**config.mk**
```make
export PLATFORM = sky130hd
export DESIGN_NAME = pulse_event_buffer
export DESIGN_NICKNAME = d
export VERILOG_FILES = /design/src/rtl/pulse_event_buffer_pkg.sv /design/src/rtl/pulse_event_buffer_sync.sv /design/src/rtl/pulse_event_buffer.sv
export SDC_FILE = /design/constraint.sdc
export NUM_CORES = 1
export LEC_CHECK = 0
export ABC_AREA = 0
export CAP_MARGIN = 5
export CORE_AREA = 2 2 39 41
export CTS_CLUSTER_DIAMETER = 30
export DETAILED_ROUTE_END_ITERATION = 16
export DIE_AREA = 0 0 41 43
export SLEW_MARGIN = 20
export SYNTH_ARGS = -nofsm -noshare
export SYNTH_HDL_FRONTEND = slang
export SYNTH_SLANG_ARGS = --single-unit
export TNS_END_PERCENT = 1
```
**constraint.sdc**
```tcl
create_clock -name clk -period 2.6 [get_ports clk]
set_input_delay 0.26 -clock clk [delete_from_list [all_inputs] [get_ports clk]]
set_output_delay 0.26 -clock clk [all_outputs]
set_load 0.02 [all_outputs]
```
**src/rtl/pulse_event_buffer_pkg.sv**
```systemverilog
// rtl/pulse_event_buffer_pkg.sv - shared limits and counter-operation decode for the pulse event buffer
package pulse_event_buffer_pkg;

  localparam int SYNC_STAGES_MIN = 2;
  localparam int SYNC_STAGES_MAX = 4;
  localparam int CNT_W_MIN       = 1;
  localparam int CNT_W_MAX       = 8;

  typedef enum logic [1:0] {
    CNT_HOLD,
    CNT_INC,
    CNT_DEC,
    CNT_SAT
  } cnt_op_e;

  // An arrival and an accept on the same edge cancel, even when saturated.
  function automatic cnt_op_e cnt_op(input logic arrive, input logic accept, input logic saturated);
    if (arrive && !accept) return saturated ? CNT_SAT : CNT_INC;
    if (!arrive && accept) return CNT_DEC;
    return CNT_HOLD;
  endfunction

endpackage

```
**src/rtl/pulse_event_buffer_sync.sv**
```systemverilog
// rtl/pulse_event_buffer_sync.sv - level synchronizer chain with toggle-to-pulse arrival detect
module toggle_sync_detect
  import pulse_event_buffer_pkg::*;
#(
  parameter int SYNC_STAGES = 2
) (
  input  logic clk,
  input  logic reset_n,
  input  logic level_in,
  output logic arrive
);

  if (SYNC_STAGES < SYNC_STAGES_MIN || SYNC_STAGES > SYNC_STAGES_MAX) begin : g_bad_sync_stages
    $error("toggle_sync_detect: SYNC_STAGES out of range");
  end

  logic [SYNC_STAGES-1:0] sync_q, sync_d;
  logic                   level_q, level_d;

  // Pure shift: nothing but wires between the synchronizer flops.
  always_comb begin
    sync_d  = {sync_q[SYNC_STAGES-2:0], level_in};
    level_d = sync_q[SYNC_STAGES-1];
  end

  always_ff @(posedge clk or negedge reset_n) begin
    if (!reset_n) begin
      sync_q  <= '0;
      level_q <= 1'b0;
    end else begin
      sync_q  <= sync_d;
      level_q <= level_d;
    end
  end

  assign arrive = sync_q[SYNC_STAGES-1] ^ level_q;

endmodule

```
**src/rtl/pulse_event_buffer.sv**
```systemverilog
// rtl/pulse_event_buffer.sv - counts toggle events from another clock domain and hands them out by valid/ready
module pulse_event_buffer
  import pulse_event_buffer_pkg::*;
#(
  parameter int SYNC_STAGES = 2,
  parameter int CNT_W       = 4
) (
  input  logic             clk,
  input  logic             reset_n,
  input  logic             level_in,
  output logic             evt_valid,
  input  logic             evt_ready,
  output logic [CNT_W-1:0] evt_count,
  output logic             ovf,
  input  logic             ovf_clr
);

  if (CNT_W < CNT_W_MIN || CNT_W > CNT_W_MAX) begin : g_bad_cnt_w
    $error("pulse_event_buffer: CNT_W out of range");
  end

  localparam logic [CNT_W-1:0] CNT_MAX = '1;

  logic             arrive;
  logic             accept;
  logic             saturated;
  cnt_op_e          op;
  logic [CNT_W-1:0] cnt_q, cnt_d;
  logic             ovf_q, ovf_d;

  toggle_sync_detect #(
    .SYNC_STAGES(SYNC_STAGES)
  ) u_sync (
    .clk     (clk),
    .reset_n (reset_n),
    .level_in(level_in),
    .arrive  (arrive)
  );

  assign evt_valid = (cnt_q != '0);
  assign evt_count = cnt_q;
  assign ovf       = ovf_q;

  always_comb begin
    accept    = evt_valid & evt_ready;
    saturated = (cnt_q == CNT_MAX);
    op        = cnt_op(arrive, accept, saturated);
    cnt_d     = cnt_q;
    ovf_d     = ovf_q;
    case (op)
      CNT_INC: cnt_d = cnt_q + CNT_W'(1);
      CNT_DEC: cnt_d = cnt_q - CNT_W'(1);
      CNT_SAT: ovf_d = 1'b1;
      default: ;
    endcase
    // A new overflow beats a clear on the same edge.
    if (op != CNT_SAT && ovf_clr) ovf_d = 1'b0;
  end

  always_ff @(posedge clk or negedge reset_n) begin
    if (!reset_n) begin
      cnt_q <= '0;
      ovf_q <= 1'b0;
    end else begin
      cnt_q <= cnt_d;
      ovf_q <= ovf_d;
    end
  end

endmodule

```
### Yosys cells after proc, flatten, opt, wreduce, memory -nomap -nowiden

Index checks and enable logic that the tools add are counted.

| word-level totals | value |
|---|---|
| register bits | 8 |
| output and inout port bits | 6 |

| operators by class | value |
|---|---|
| add/subtract/negate cells | 2 |
| eq/ne operators | 5 |
| mux-type cells | 11 |
| bitwise gates (word level) | 2 |
| reduce and logical (&&, ||, !) cells | 8 |

Operators with widths:

| cell | number |
|---|---|
| $mux W2 | 5 |
| $pmux W4 S2 | 1 |
| $mux W1 | 5 |
| $add A4 B1 Y4 const B | 1 |
| $eq A2 B2 Y1 const B | 2 |
| $eq A4 B4 Y1 const B | 1 |
| $reduce_bool A2 Y1 | 2 |
| $reduce_bool A4 Y1 | 1 |
| $sub A4 B1 Y4 const B | 1 |
| $logic_and A1 B1 Y1 | 3 |
| $eq A2 B1 Y1 const B | 1 |
| $logic_not A1 Y1 | 2 |
| $ne A2 B2 Y1 const B | 1 |
| $and A1 B1 Y1 | 1 |
| $xor A1 B1 Y1 | 1 |

### Longest topological paths before layout

Gate-level depths: netlist (run 1).

| depth | value |
|---|---|
| depth after elaboration | 11 |
| gate-level depth with buffers | 8 |
| depth with buffers taken out | 8 |

### Hierarchy

A second synthesis (run 1) with hierarchy kept.

| unflattened totals | value |
|---|---|
| cells, all modules | 42 |
| area, all modules | 459.2 um^2 |

Modules (own cells, without submodules):

| module | instances | cells an instance | area each (um^2) | seq. area each (um^2) |
|---|---|---|---|---|
| pulse_event_buffer | 1 | 38 | 375.4 | 125.1 |
| toggle_sync_detect | 1 | 4 | 83.8 | 75.1 |

### Worst setup path before layout (run 1)

OpenSTA, ideal clock, no wires.

| path | value |
|---|---|
| kind | register to register |
| start point | reg cnt_q[1] (netlist: evt_count[1]) |
| end point | reg cnt_q[3] (netlist: evt_count[3]) |
| data arrival time | 2042 ps |
| data required time | 2468 ps |
| slack | 426 ps |
| cell stages (with the launch flop) | 9 |
| path buffers | 0 |
| period minus slack after synthesis | 2174 ps |
| cell sequence | dfrtp_1 o41ai_2 or2_1 inv_1 ha_1 a21oi_1 a211o_2 nand3_2 xnor2_1 |

| on the way | value |
|---|---|
| longest elaborated chain between the ends | 9 |
| elaborated cells on any way between the ends | 20 |
| those cells by class | add/sub: 2; eq/ne: 3; mux: 9; bitwise: 1; reduce/logical: 5 |

Ends and longest elaborated chain:

| element | RTL line | source |
|---|---|---|
| from (decl) | pulse_event_buffer.sv:28 | `logic [CNT_W-1:0] cnt_q, cnt_d;` |
| from (signal assigned) | pulse_event_buffer.sv:65 | `cnt_q <= cnt_d;` |
| $reduce_bool A4 Y1 | pulse_event_buffer.sv:40 | `assign evt_valid = (cnt_q != '0);` |
| $and A1 B1 Y1 | pulse_event_buffer.sv:45 | `accept = evt_valid & evt_ready;` |
| $logic_and A1 B1 Y1 | pulse_event_buffer_pkg.sv:19 | `if (!arrive && accept) return CNT_DEC;` |
| $mux W1 (2 in series) | pulse_event_buffer_pkg.sv:19 |  |
| $mux W2 | pulse_event_buffer_pkg.sv:20 | `return CNT_HOLD;` |
| $mux W2 | pulse_event_buffer_pkg.sv:19 |  |
| $eq A2 B2 Y1 or $eq A2 B1 Y1 (tied branches) | pulse_event_buffer.sv:50 | `case (op)` |
| $pmux W4 S2 or $reduce_bool A2 Y1 (tied branches) | - |  |

Parallel ways exist; a longest one is shown, timed or not. The select of a mux whose other input is x is not followed.
A chain may end at the register's enable or synchronous reset.

### Worst setup path in the final report (run 1)

| path | value |
|---|---|
| start point | reg cnt_q[3] (netlist: evt_count[3]) |
| end point | reg cnt_q[3] (netlist: evt_count[3]) |

The elaborated chain is that of the path after synthesis.

==> flow_metrics.env, run 1 <==
export IMPL_outcome="finished, final reports clean"
export IMPL_wl_per_cell_um=11.4
export IMPL_synth_simple_area_share_pct=10.1
export IMPL_antenna_left=0
export IMPL_cts_inserted_buffers=3
export IMPL_fp_dieH_um=43
export IMPL_synth_distinct_cells=20
export IMPL_dp_hpwl_um=608
export IMPL_antenna_found_initial=0
export IMPL_drt_wl_total_um=766
export IMPL_cp_arrival_ns=2.41
export IMPL_postCtsHoldBufs=0
export IMPL_dr_pass1_iters=2
export IMPL_grt_total_usage_pct=11.7
export IMPL_synth_seq_area_share_pct=47.5
export IMPL_p_leak_nw=0.273
export IMPL_maxCapViolCount=0
export IMPL_globalplace_congestion=0.693
export IMPL_nets=62
export IMPL_initial_core_util_pct=30.5
export IMPL_syn_inst=36
export IMPL_power_uw=654
export IMPL_die_area_um2=1760
export IMPL_overflow=0
export IMPL_hold_path_class="in -> async"
export IMPL_path_clk_slew_ns=0.05
export IMPL_syn_num_nets=45
export IMPL_cts_tree="yes"
export IMPL_cts_sinks=8
export IMPL_drv_slew=0
export IMPL_synthAdderAreaFrac_pct=13.6
export IMPL_fmax_ghz=0.447
export IMPL_path_max_fanout=5
export IMPL_crit_path_start_kind="flip-flop"
export IMPL_clock_tree_buffer_depth=2
export IMPL_drive_above_1_share_pct=17.6
export IMPL_finalCriticalPeriod_ns=2.23
export IMPL_grt_pass1_wl_um=1330
export IMPL_fin_setup_tns_ns=0
export IMPL_route_detailed_drc=0
export IMPL_crit_type="reg -> reg"
export IMPL_num_vias=313
export IMPL_grt_pass1_vias=300
export IMPL_insertion_delay_ns=0.25
export IMPL_rsz0062_at_grt="false"
export IMPL_finalClockSkew_ns=0.00421
export IMPL_synthXorXnorAreaFrac_pct=8.31
export IMPL_hold_violations=0
export IMPL_area_growth_pct=37.4
export IMPL_cp_required_ns=2.78
export IMPL_period_share_pct=86.0
export IMPL_cts_setup_buffers=0
export IMPL_grt_start_max_net_pins=9
export IMPL_core_um2=1380
export IMPL_row_count=14
export IMPL_ys_seq_elements=8
export IMPL_synth_area_um2=422
export IMPL_slew_headroom_pct=70.5
export IMPL_antennaDiodeCount=0
export IMPL_ir_drop_uv=477
export IMPL_io_pins=11
export IMPL_crit_path_end_kind="flip-flop"
export IMPL_avgSynthCellArea_um2=11.7
export IMPL_post_cts_resize_count=0
export IMPL_synth_compound_area_share_pct=13.4
export IMPL_routed_via_density=4.67
export IMPL_io_buffer_count=10
export IMPL_clk_root_buffer_cell="clkbuf_4"
export IMPL_synth_top_family_by_area="adder cells"
export IMPL_first_iter_violations=1
export IMPL_htreeDepth=1
export IMPL_setup_violations=0
export IMPL_worst_pin_slew_ns=0.437
export IMPL_synth_mux_area_share_pct=2.67
export IMPL_dieWidth_um=41
export IMPL_p_per_area_nw_per_um2=1130
export IMPL_synth_warnings=0
## layer usage
metal | GRT usage, % | vias up | share of wire [%]
met5 | 0 | - | 0
met4 | 2.00 | 0 | 0
met3 | 7.85 | 0 | 6.1
met2 | 16.6 | 8 | 46
met1 | 14.6 | 147 | 47
li1 | - | 158 | -
## registers in the layout, indices dropped and copies added, names as in the netlist
register / flops
evt_count: 4
u_sync.sync_q: 2
ovf: 1
u_sync.level_q: 1
## stage by stage
stage | area (µm²) | cells | hold slack, ns | worst slack, ns | utilization [%]
floorplan | 422 | 36 | -0.0356 | 0.426 | -
global placement | 557 | 64 | 0.332 | 0.388 | 40.2
detailed placement | 557 | 64 | 0.335 | 0.397 | 40.2
CTS | 579 | 67 | 0.296 | 0.369 | 41.9
global route | 579 | 67 | 0.308 | 0.256 | 41.9
finish | 579 | 67 | 0.286 | 0.365 | 41.9
## path summary, 6_finish.rpt
| check | from | to | slack (ns) | cells past startpoint |
|---|---|---|---|---|
| max in group asynchronous | reset_n | evt_count[2] | 2.05 | 1 |
| hold reg to reg | u_sync.sync_q[0] | u_sync.sync_q[1] | 0.34 | 0 |
| setup reg to reg | evt_count[3] | evt_count[3] | 0.37 | 8 |
| setup / recovery | evt_count[3] | evt_count[3] | 0.37 | 8 |
| hold / removal | reset_n | ovf | 0.29 | 1 |
| min in group clk | u_sync.sync_q[0] | u_sync.sync_q[1] | 0.34 | 0 |
## cells in the final DEF, fill, tap and decap left out, types with 2 or more instances in the layout
master,n
inv_1,5
clkdlybuf4s50_1,10
dfrtp_1,8
xnor2_1,2
buf_4,2
xor2_1,2
ha_1,3
a21oi_1,2
clkbuf_4,3
## critical path, stage by stage, from the launching register on
cell	delay, ns
dfrtp_1	0.44
o41ai_2	0.46
or2_1	0.22
inv_1	0.07
ha_1	0.34
a21oi_1	0.11
a211o_2	0.35
nand3_2	0.08
xnor2_1	0.10
## synthesized netlist by cell type
cell | count | area share (%)
o41ai_2 | 1 | 3.9
or4_1 | 1 | 1.8
nand4_1 | 1 | 1.5
ha_1 | 3 | 8.9
nand3_1 | 1 | 1.2
nor2_1 | 1 | 0.89
nand3_2 | 1 | 2.4
inv_1 | 5 | 4.5
dfrtp_1 | 8 | 47
mux2_2 | 1 | 2.7
xor2_1 | 2 | 4.2
nand2_1 | 1 | 0.89
a21oi_1 | 2 | 2.4
or2_1 | 1 | 1.5
xnor2_1 | 2 | 4.2
fa_1 | 1 | 4.7
o211ai_1 | 1 | 1.8
a211o_2 | 1 | 2.4
a21o_1 | 1 | 1.8
o21ai_1 | 1 | 1.2
## cell families after synthesis
logic type / Yosys count
DFF: 8
AOI/OAI and AO/OA: 7
and+or+nand+nor: 7
buffers and inverters: 5
xor gates and xnor gates: 4
adders and majority gates: 4
muxes: 1
## report_power, final
part | switching, mW | internal [mW]
Combinational | 0.177 | 0.179
Clock | 0.0391 | 0.0526
Sequential | 0.0422 | 0.164
## layout make-up
| cell class | count | area [µm²] |
|---|---|---|
| Timing Repair Buffer | 12 | 115 |
| Tap cell | 16 | 20.0 |
| Sequential cell | 8 | 200 |
| Inverter | 5 | 18.8 |
| Clock buffer | 3 | 22.5 |
| Fill cell | 145 | 805 |
| Multi-Input combinational cell | 23 | 203 |
No activity file was read; power rests on OpenSTA's default activity.
==> run 2, diff against run 1 <==
--- a/config.mk
+++ b/config.mk
@@ -6,7 +6,7 @@
 export NUM_CORES = 1
 export LEC_CHECK = 0
 export ABC_AREA = 0
-export CAP_MARGIN = 5
+export CAP_MARGIN = 40
 export CORE_AREA = 2 2 39 41
 export CTS_CLUSTER_DIAMETER = 30
 export DETAILED_ROUTE_END_ITERATION = 16
==> results of run 2 <==
Same layout as run 1: the final DEF is identical, and so are final timing and power.
==> run 3, diff against run 2 <==
--- a/config.mk
+++ b/config.mk
@@ -6,7 +6,7 @@
 export NUM_CORES = 1
 export LEC_CHECK = 0
 export ABC_AREA = 0
-export CAP_MARGIN = 40
+export CAP_MARGIN = 5
 export CORE_AREA = 2 2 39 41
 export CTS_CLUSTER_DIAMETER = 30
 export DETAILED_ROUTE_END_ITERATION = 16
==> results of run 3 <==
Same layout as run 1: the final DEF is identical, and so are final timing and power.
